==> src/rtl/uart_pkg.sv <==
// Shared UART buffering definitions: default widths/depths and the TX feeder state type.
package uart_pkg;

   localparam int unsigned UART_DATA_WIDTH = 8;
   localparam int unsigned UART_FIFO_DEPTH = 16;

   typedef enum logic [1:0] {
      IDLE = 2'd0,
      SEND = 2'd1,
      GAP  = 2'd2
   } tx_feed_state_t;

endpackage

==> src/rtl/uart_tx_feeder_if.sv <==
// Bus-write and uart_master-facing signals of the TX feeder.
interface uart_tx_feeder_if
   import uart_pkg::*;
#(
   parameter int unsigned DATA_WIDTH = UART_DATA_WIDTH,
   parameter int unsigned DEPTH      = UART_FIFO_DEPTH
);

   localparam int unsigned CNT_WIDTH = $clog2(DEPTH) + 1;

   logic                  wr_en;
   logic [DATA_WIDTH-1:0] wr_data;
   logic                  full;
   logic                  empty;
   logic [CNT_WIDTH-1:0]  count;
   logic                  overflow;
   logic [DATA_WIDTH-1:0] tx_data;
   logic                  tx_en;
   logic                  tx_done;
   logic                  busy;

   modport slave (
      input  wr_en, wr_data, tx_done,
      output full, empty, count, overflow, tx_data, tx_en, busy
   );

   modport master (
      output wr_en, wr_data, tx_done,
      input  full, empty, count, overflow, tx_data, tx_en, busy
   );

endinterface

==> src/rtl/uart_sync_fifo.sv <==
// Single-clock circular FIFO with registered occupancy count and a dropped-write pulse.
module uart_sync_fifo
   import uart_pkg::*;
#(
   parameter int unsigned  DATA_WIDTH = UART_DATA_WIDTH,
   parameter int unsigned  DEPTH      = UART_FIFO_DEPTH,
   localparam int unsigned CNT_WIDTH  = $clog2(DEPTH) + 1
) (
   input  logic                  clk,
   input  logic                  rst,
   input  logic                  wr_en,
   input  logic [DATA_WIDTH-1:0] wr_data,
   input  logic                  rd_en,
   output logic [DATA_WIDTH-1:0] rd_data,
   output logic                  full,
   output logic                  empty,
   output logic [CNT_WIDTH-1:0]  count,
   output logic                  overflow
);

   localparam int unsigned          PTR_WIDTH = $clog2(DEPTH);
   localparam logic [PTR_WIDTH-1:0] PTR_ONE   = PTR_WIDTH'(1);
   localparam logic [CNT_WIDTH-1:0] CNT_ONE   = CNT_WIDTH'(1);
   localparam logic [CNT_WIDTH-1:0] CNT_FULL  = CNT_WIDTH'(DEPTH);

   logic [DATA_WIDTH-1:0] mem [DEPTH];
   logic [PTR_WIDTH-1:0]  wr_ptr_q, rd_ptr_q;
   logic [CNT_WIDTH-1:0]  count_q;
   logic                  overflow_q;
   logic                  do_wr, do_rd;

   assign full  = (count_q == CNT_FULL);
   assign empty = (count_q == '0);

   // full is the pre-pop value, so a write in a full cycle is dropped even if a pop also occurs
   assign do_wr = wr_en & ~full;
   assign do_rd = rd_en & ~empty;

   always_ff @(posedge clk) begin
      if (do_wr) begin
         mem[wr_ptr_q] <= wr_data;
      end
   end

   always_ff @(posedge clk or posedge rst) begin
      if (rst) begin
         wr_ptr_q   <= '0;
         rd_ptr_q   <= '0;
         count_q    <= '0;
         overflow_q <= 1'b0;
      end else begin
         overflow_q <= wr_en & full;
         if (do_wr) wr_ptr_q <= wr_ptr_q + PTR_ONE;
         if (do_rd) rd_ptr_q <= rd_ptr_q + PTR_ONE;
         unique case ({do_wr, do_rd})
            2'b10:   count_q <= count_q + CNT_ONE;
            2'b01:   count_q <= count_q - CNT_ONE;
            default: count_q <= count_q;
         endcase
      end
   end

   assign rd_data  = mem[rd_ptr_q];
   assign count    = count_q;
   assign overflow = overflow_q;

endmodule

==> src/rtl/uart_tx_feeder.sv <==
// Buffers bus bytes and hands them to uart_master one frame at a time, popping once per tx_done.
module uart_tx_feeder
   import uart_pkg::*;
#(
   parameter int unsigned DATA_WIDTH = UART_DATA_WIDTH,
   parameter int unsigned DEPTH      = UART_FIFO_DEPTH
) (
   input logic             clk,
   input logic             rst,
   uart_tx_feeder_if.slave bus
);

   tx_feed_state_t        state_q, state_d;
   logic [DATA_WIDTH-1:0] tx_data_q, tx_data_d;
   logic                  tx_en_q, tx_en_d;
   logic [DATA_WIDTH-1:0] fifo_rd_data;
   logic                  fifo_empty;
   logic                  pop;

   uart_sync_fifo #(
      .DATA_WIDTH(DATA_WIDTH),
      .DEPTH     (DEPTH)
   ) u_fifo (
      .clk     (clk),
      .rst     (rst),
      .wr_en   (bus.wr_en),
      .wr_data (bus.wr_data),
      .rd_en   (pop),
      .rd_data (fifo_rd_data),
      .full    (bus.full),
      .empty   (fifo_empty),
      .count   (bus.count),
      .overflow(bus.overflow)
   );

   always_comb begin
      state_d   = state_q;
      tx_data_d = tx_data_q;
      tx_en_d   = tx_en_q;
      pop       = 1'b0;
      unique case (state_q)
         IDLE: begin
            if (!fifo_empty) begin
               tx_data_d = fifo_rd_data;
               tx_en_d   = 1'b1;
               state_d   = SEND;
            end
         end
         SEND: begin
            if (bus.tx_done) begin
               tx_en_d = 1'b0;
               pop     = 1'b1;
               state_d = GAP;
            end
         end
         // Wait for the master to release done so a long done level pops only once
         GAP: begin
            if (!bus.tx_done) state_d = IDLE;
         end
         default: state_d = IDLE;
      endcase
   end

   always_ff @(posedge clk or posedge rst) begin
      if (rst) begin
         state_q   <= IDLE;
         tx_data_q <= '0;
         tx_en_q   <= 1'b0;
      end else begin
         state_q   <= state_d;
         tx_data_q <= tx_data_d;
         tx_en_q   <= tx_en_d;
      end
   end

   assign bus.empty   = fifo_empty;
   assign bus.tx_data = tx_data_q;
   assign bus.tx_en   = tx_en_q;
   assign bus.busy    = (state_q != IDLE);

endmodule

==> src/flat_wrapper.sv <==
// flat-port wrapper written by rule: the top's interface ports become plain ports
module uart_tx_feeder_flat import uart_pkg::*;
#(
   parameter int unsigned DATA_WIDTH = UART_DATA_WIDTH,
   parameter int unsigned DEPTH      = UART_FIFO_DEPTH
)
  (clk, rst, bus_wr_en, bus_wr_data, bus_tx_done, bus_full, bus_empty, bus_count, bus_overflow, bus_tx_data, bus_tx_en, bus_busy);
  uart_tx_feeder_if #(.DATA_WIDTH(DATA_WIDTH), .DEPTH(DEPTH)) bus_i ();
  input logic clk;
  input logic rst;
  input wire logic [$bits(bus_i.wr_en)-1:0] bus_wr_en;
  input wire logic [$bits(bus_i.wr_data)-1:0] bus_wr_data;
  input wire logic [$bits(bus_i.tx_done)-1:0] bus_tx_done;
  output wire logic [$bits(bus_i.full)-1:0] bus_full;
  output wire logic [$bits(bus_i.empty)-1:0] bus_empty;
  output wire logic [$bits(bus_i.count)-1:0] bus_count;
  output wire logic [$bits(bus_i.overflow)-1:0] bus_overflow;
  output wire logic [$bits(bus_i.tx_data)-1:0] bus_tx_data;
  output wire logic [$bits(bus_i.tx_en)-1:0] bus_tx_en;
  output wire logic [$bits(bus_i.busy)-1:0] bus_busy;
  assign bus_i.wr_en = bus_wr_en;
  assign bus_i.wr_data = bus_wr_data;
  assign bus_i.tx_done = bus_tx_done;
  assign bus_full = bus_i.full;
  assign bus_empty = bus_i.empty;
  assign bus_count = bus_i.count;
  assign bus_overflow = bus_i.overflow;
  assign bus_tx_data = bus_i.tx_data;
  assign bus_tx_en = bus_i.tx_en;
  assign bus_busy = bus_i.busy;
  uart_tx_feeder #(.DATA_WIDTH(DATA_WIDTH), .DEPTH(DEPTH)) u_core (.clk(clk), .rst(rst), .bus(bus_i));
endmodule
==> config.mk <==
export PLATFORM = sky130hd
export DESIGN_NAME = uart_tx_feeder_flat
export DESIGN_NICKNAME = d
export VERILOG_FILES = /design/src/rtl/uart_pkg.sv /design/src/rtl/uart_tx_feeder_if.sv /design/src/rtl/uart_sync_fifo.sv /design/src/rtl/uart_tx_feeder.sv /design/src/flat_wrapper.sv
export SDC_FILE = /design/constraint.sdc
export NUM_CORES = 1
export LEC_CHECK = 0
export CAP_MARGIN = 30
export CORE_MARGIN = 1
export CORE_UTILIZATION = 48
export DETAILED_ROUTE_END_ITERATION = 16
export PLACE_DENSITY = 0.66
export SYNTH_ARGS = -nofsm -noshare
export SYNTH_HDL_FRONTEND = slang
export SYNTH_SLANG_ARGS = --single-unit
export TNS_END_PERCENT = 20
==> constraint.sdc <==
create_clock -name clk -period 5 [get_ports clk]
set_clock_uncertainty 0.15 [all_clocks]
set_input_delay 0.5 -clock clk [delete_from_list [all_inputs] [get_ports clk]]
set_output_delay 0.5 -clock clk [all_outputs]
set_load 0.05 [all_outputs]
==> impl_metrics.tcl <==
set metrics [dict create \
    syn2layout_area_growth_pct 17.33 \
    p_per_area_mw_per_mm2 627.4 \
    fin_worst_hold_slack_ps 238.7 \
    viasPerCell 5.468 \
    syn-num-nets 347 \
    core_area_sq_mm 0.01267 \
    htree_num_levels 4 \
    status "complete, no violations" \
    ctsResizeCount 0 \
    yosys.area_share.simple 0.04496 \
    end_kind "primary output" \
    numPortBuffers 29 \
    layout_commonest_cell "edfxtp_1" \
    clk_pin_slew_ps 60 \
    drtIter0Drc 215 \
    dp_hpwl_microns 7257 \
    layout-drive-gt1-share 0.2308 \
    place_congestion 0.7257 \
    fin_nets 384 \
    tightest_slew_ps 987.7 \
    ys_seq_elements 153 \
    synth.cell_area_sq_mm 0.006261 \
    num_rows 41 \
    die_area_sq_mm 0.01350 \
    hp-class "input pin to asynchronous set/reset pin" \
    rsz0062_at_grt "false" \
    synth_warnings 0 \
    cts_setup_buffers 0 \
    hold_viol_final 0 \
    cts_buffer_depth 2 \
    grt_use_met3 0.05605 \
    wirelength_microns 11340 \
    io_pins 30 \
    cp.arrival_ps 2440 \
    synth_edf_count 128 \
    num_vias 3002 \
    synth.mux.area_fraction 0.1443 \
    finalMaxSlewViolations 0 \
    grt_pass1_vias 3210 \
    grt.busiest_layer "met2" \
    critPathKind "flip-flop to primary output" \
    synth_compound_gate_area_share 0.03737 \
    cts.hold.buffers_added 0 \
    netlist_instances 327 \
    overflow 0 \
    num_antenna_cells 0 \
    slew_headroom 0.3391 \
    clock-sinks 153 \
    grt_max_degree 34 \
    initial_core_util 0.4941 \
    max-cap-violations 0 \
    synth_top_family_by_area "multiplexers" \
    cp_max_fo 7 \
    cp.required_ps 4350 \
    fmax_mhz 324.0 \
    fin_tns_setup_ps 0 \
    grt_use_total 0.1937 \
    avgSynthCellArea_sq_um 19.15 \
    synthXorXnorAreaFrac 0.01819 \
    final-setup-viol-count 0 \
    leakage_nw 2.514 \
    cts_root_buf "clkbuf_16" \
    dr.pass1.iters 4 \
    grt_use_met1 0.2438 \
    synth_top_flop_cell "edfxtp_1" \
    synthAdderAreaFrac 0.01599 \
    die_y_microns 116.2 \
    seq_area_frac_synth 0.7138 \
    numCtsBuffers 17 \
    grt_pass1_wl_microns 17910 \
    grtUsageMet2 0.3123 \
    post-route-min-period_ps 3087 \
    layout_common_cells "edfxtp_1 (128), mux4_2 (32), clkdlybuf4s50_1 (29)" \
    antenna_found_initial 0 \
    die_x_microns 116.2 \
    clock_latency_ps 420 \
    cts_tree "done" \
    drc 0 \
    synth.distinct_cells 41 \
    post-route-period-util 0.6174 \
    synthArstFlopShare 0.1634 \
    startpoint_type "flip-flop" \
    drt-wirelength-per-cell_microns 20.65 \
    irDropWorstVdd_uv 257.7 \
    postRouteAntennaNets 0 \
]
## power by group
part	leakage (nW)	switching (W)	internal [W]
combinational	0.760	0.000769	0.000642
sequential	1.46	0.000246	0.00159
clock	0.299	0.000481	0.000876
## flip-flops by register name, indices dropped and copies added (netlist names)
register                count
u_core.u_fifo.mem         128
u_core.u_fifo.rd_ptr_q      4
u_core.bus.tx_data          8
u_core.u_fifo.overflow      1
u_core.state_q              2
u_core.bus.tx_en            1
u_core.u_fifo.count         5
u_core.u_fifo.wr_ptr_q      4
## area by class of cell
class | instances | area [sq um]
timing repair buffer | 36 | 367.9
sequential | 153 | 4472
clock inverter | 15 | 206.4
inverter | 7 | 26.28
clock buffer | 17 | 425.4
multi-input combinational | 149 | 1633
fill | 964 | 5325
tap | 172 | 215.2
## worst max-delay path, stage by stage (launching register included)
cell and delay [ps]:
dfrtp_1 480, nor4_4 510, and2_2 230, clkdlybuf4s50_1 800
## layer usage
metal | wire (microns) | share of wire | vias to the layer above
met3 | 489 | 0.043 | 14
met4 | 180 | 0.016 | 0
met5 | 0 | 0 | -
met2 | 5907 | 0.52 | 71
li1 | - | - | 1359
met1 | 4760 | 0.42 | 1558
## worst paths after layout
path / to / slack (ps) / depth (start not counted) / from
max in group asynchronous: u_core.u_fifo.rd_ptr_q[3]$_DFFE_PP0P_ / 4010 / 3 / rst
setup reg to reg: u_core.u_fifo.count[4]$_DFFE_PP0P_ / 2160 / 10 / u_core.u_fifo.count[0]$_DFFE_PP0P_
hold / removal: u_core.u_fifo.overflow$_DFF_PP0_ / 240 / 2 / rst
hold reg to reg: u_core.bus.tx_data[6]$_DFFE_PP0P_ / 360 / 2 / u_core.bus.tx_data[6]$_DFFE_PP0P_
setup / recovery: bus_empty / 1910 / 3 / u_core.u_fifo.count[0]$_DFFE_PP0P_
min in group clk: u_core.bus.tx_data[6]$_DFFE_PP0P_ / 360 / 2 / u_core.bus.tx_data[6]$_DFFE_PP0P_
## Yosys cell counts, drive strengths merged, types with 2 or more instances
master,n,share of area
a211oi,2,0.0032
a21o,2,0.0024
a21oi,4,0.0032
and2,2,0.0024
buf,14,0.019
clkbuf,4,0.0024
dfrtp,25,0.10
edfxtp,128,0.61
ha,8,0.016
inv,7,0.0042
mux2,2,0.0036
mux2i,16,0.026
mux4,32,0.12
nand2,16,0.0096
nand2b,3,0.0042
nand4,2,0.0020
nor2,15,0.0090
nor2b,3,0.0030
nor3,4,0.0032
o21ai,4,0.0032
o221ai,8,0.019
or2,3,0.0030
xnor2,9,0.013
xor2,4,0.0056
## logic make-up (layout without fill, tap and decap cells)
| kind of cell | Yosys count | after routing |
|---|---|---|
| flip-flops | 153 | 153 |
| AND/OR/NAND/NOR | 53 | 53 |
| multiplexers | 50 | 50 |
| AO/OA/AOI/OAI | 25 | 25 |
| buffers and inverters | 25 | 75 |
| XOR/XNOR | 13 | 13 |
| adder cells (fa/ha/maj) | 8 | 8 |
## stage by stage
step | worst slack, ps | std cells | total power [W] | instance area (sq um) | utilization
finish | 1913 | 549 | 0.004608 | 7346 | 0.5797
global route | 1807 | 549 | 0.004833 | 7346 | 0.5797
CTS | 1872 | 549 | 0.004661 | 7346 | 0.5797
detailed placement | 1875 | 517 | 0.003298 | 6714 | 0.5299
global placement | 1974 | 514 | 0.003250 | 6666 | 0.5261
floorplan | 2083 | 327 | 0.002937 | 6261 | -
Note: power is estimated with default switching activity, not from simulation.
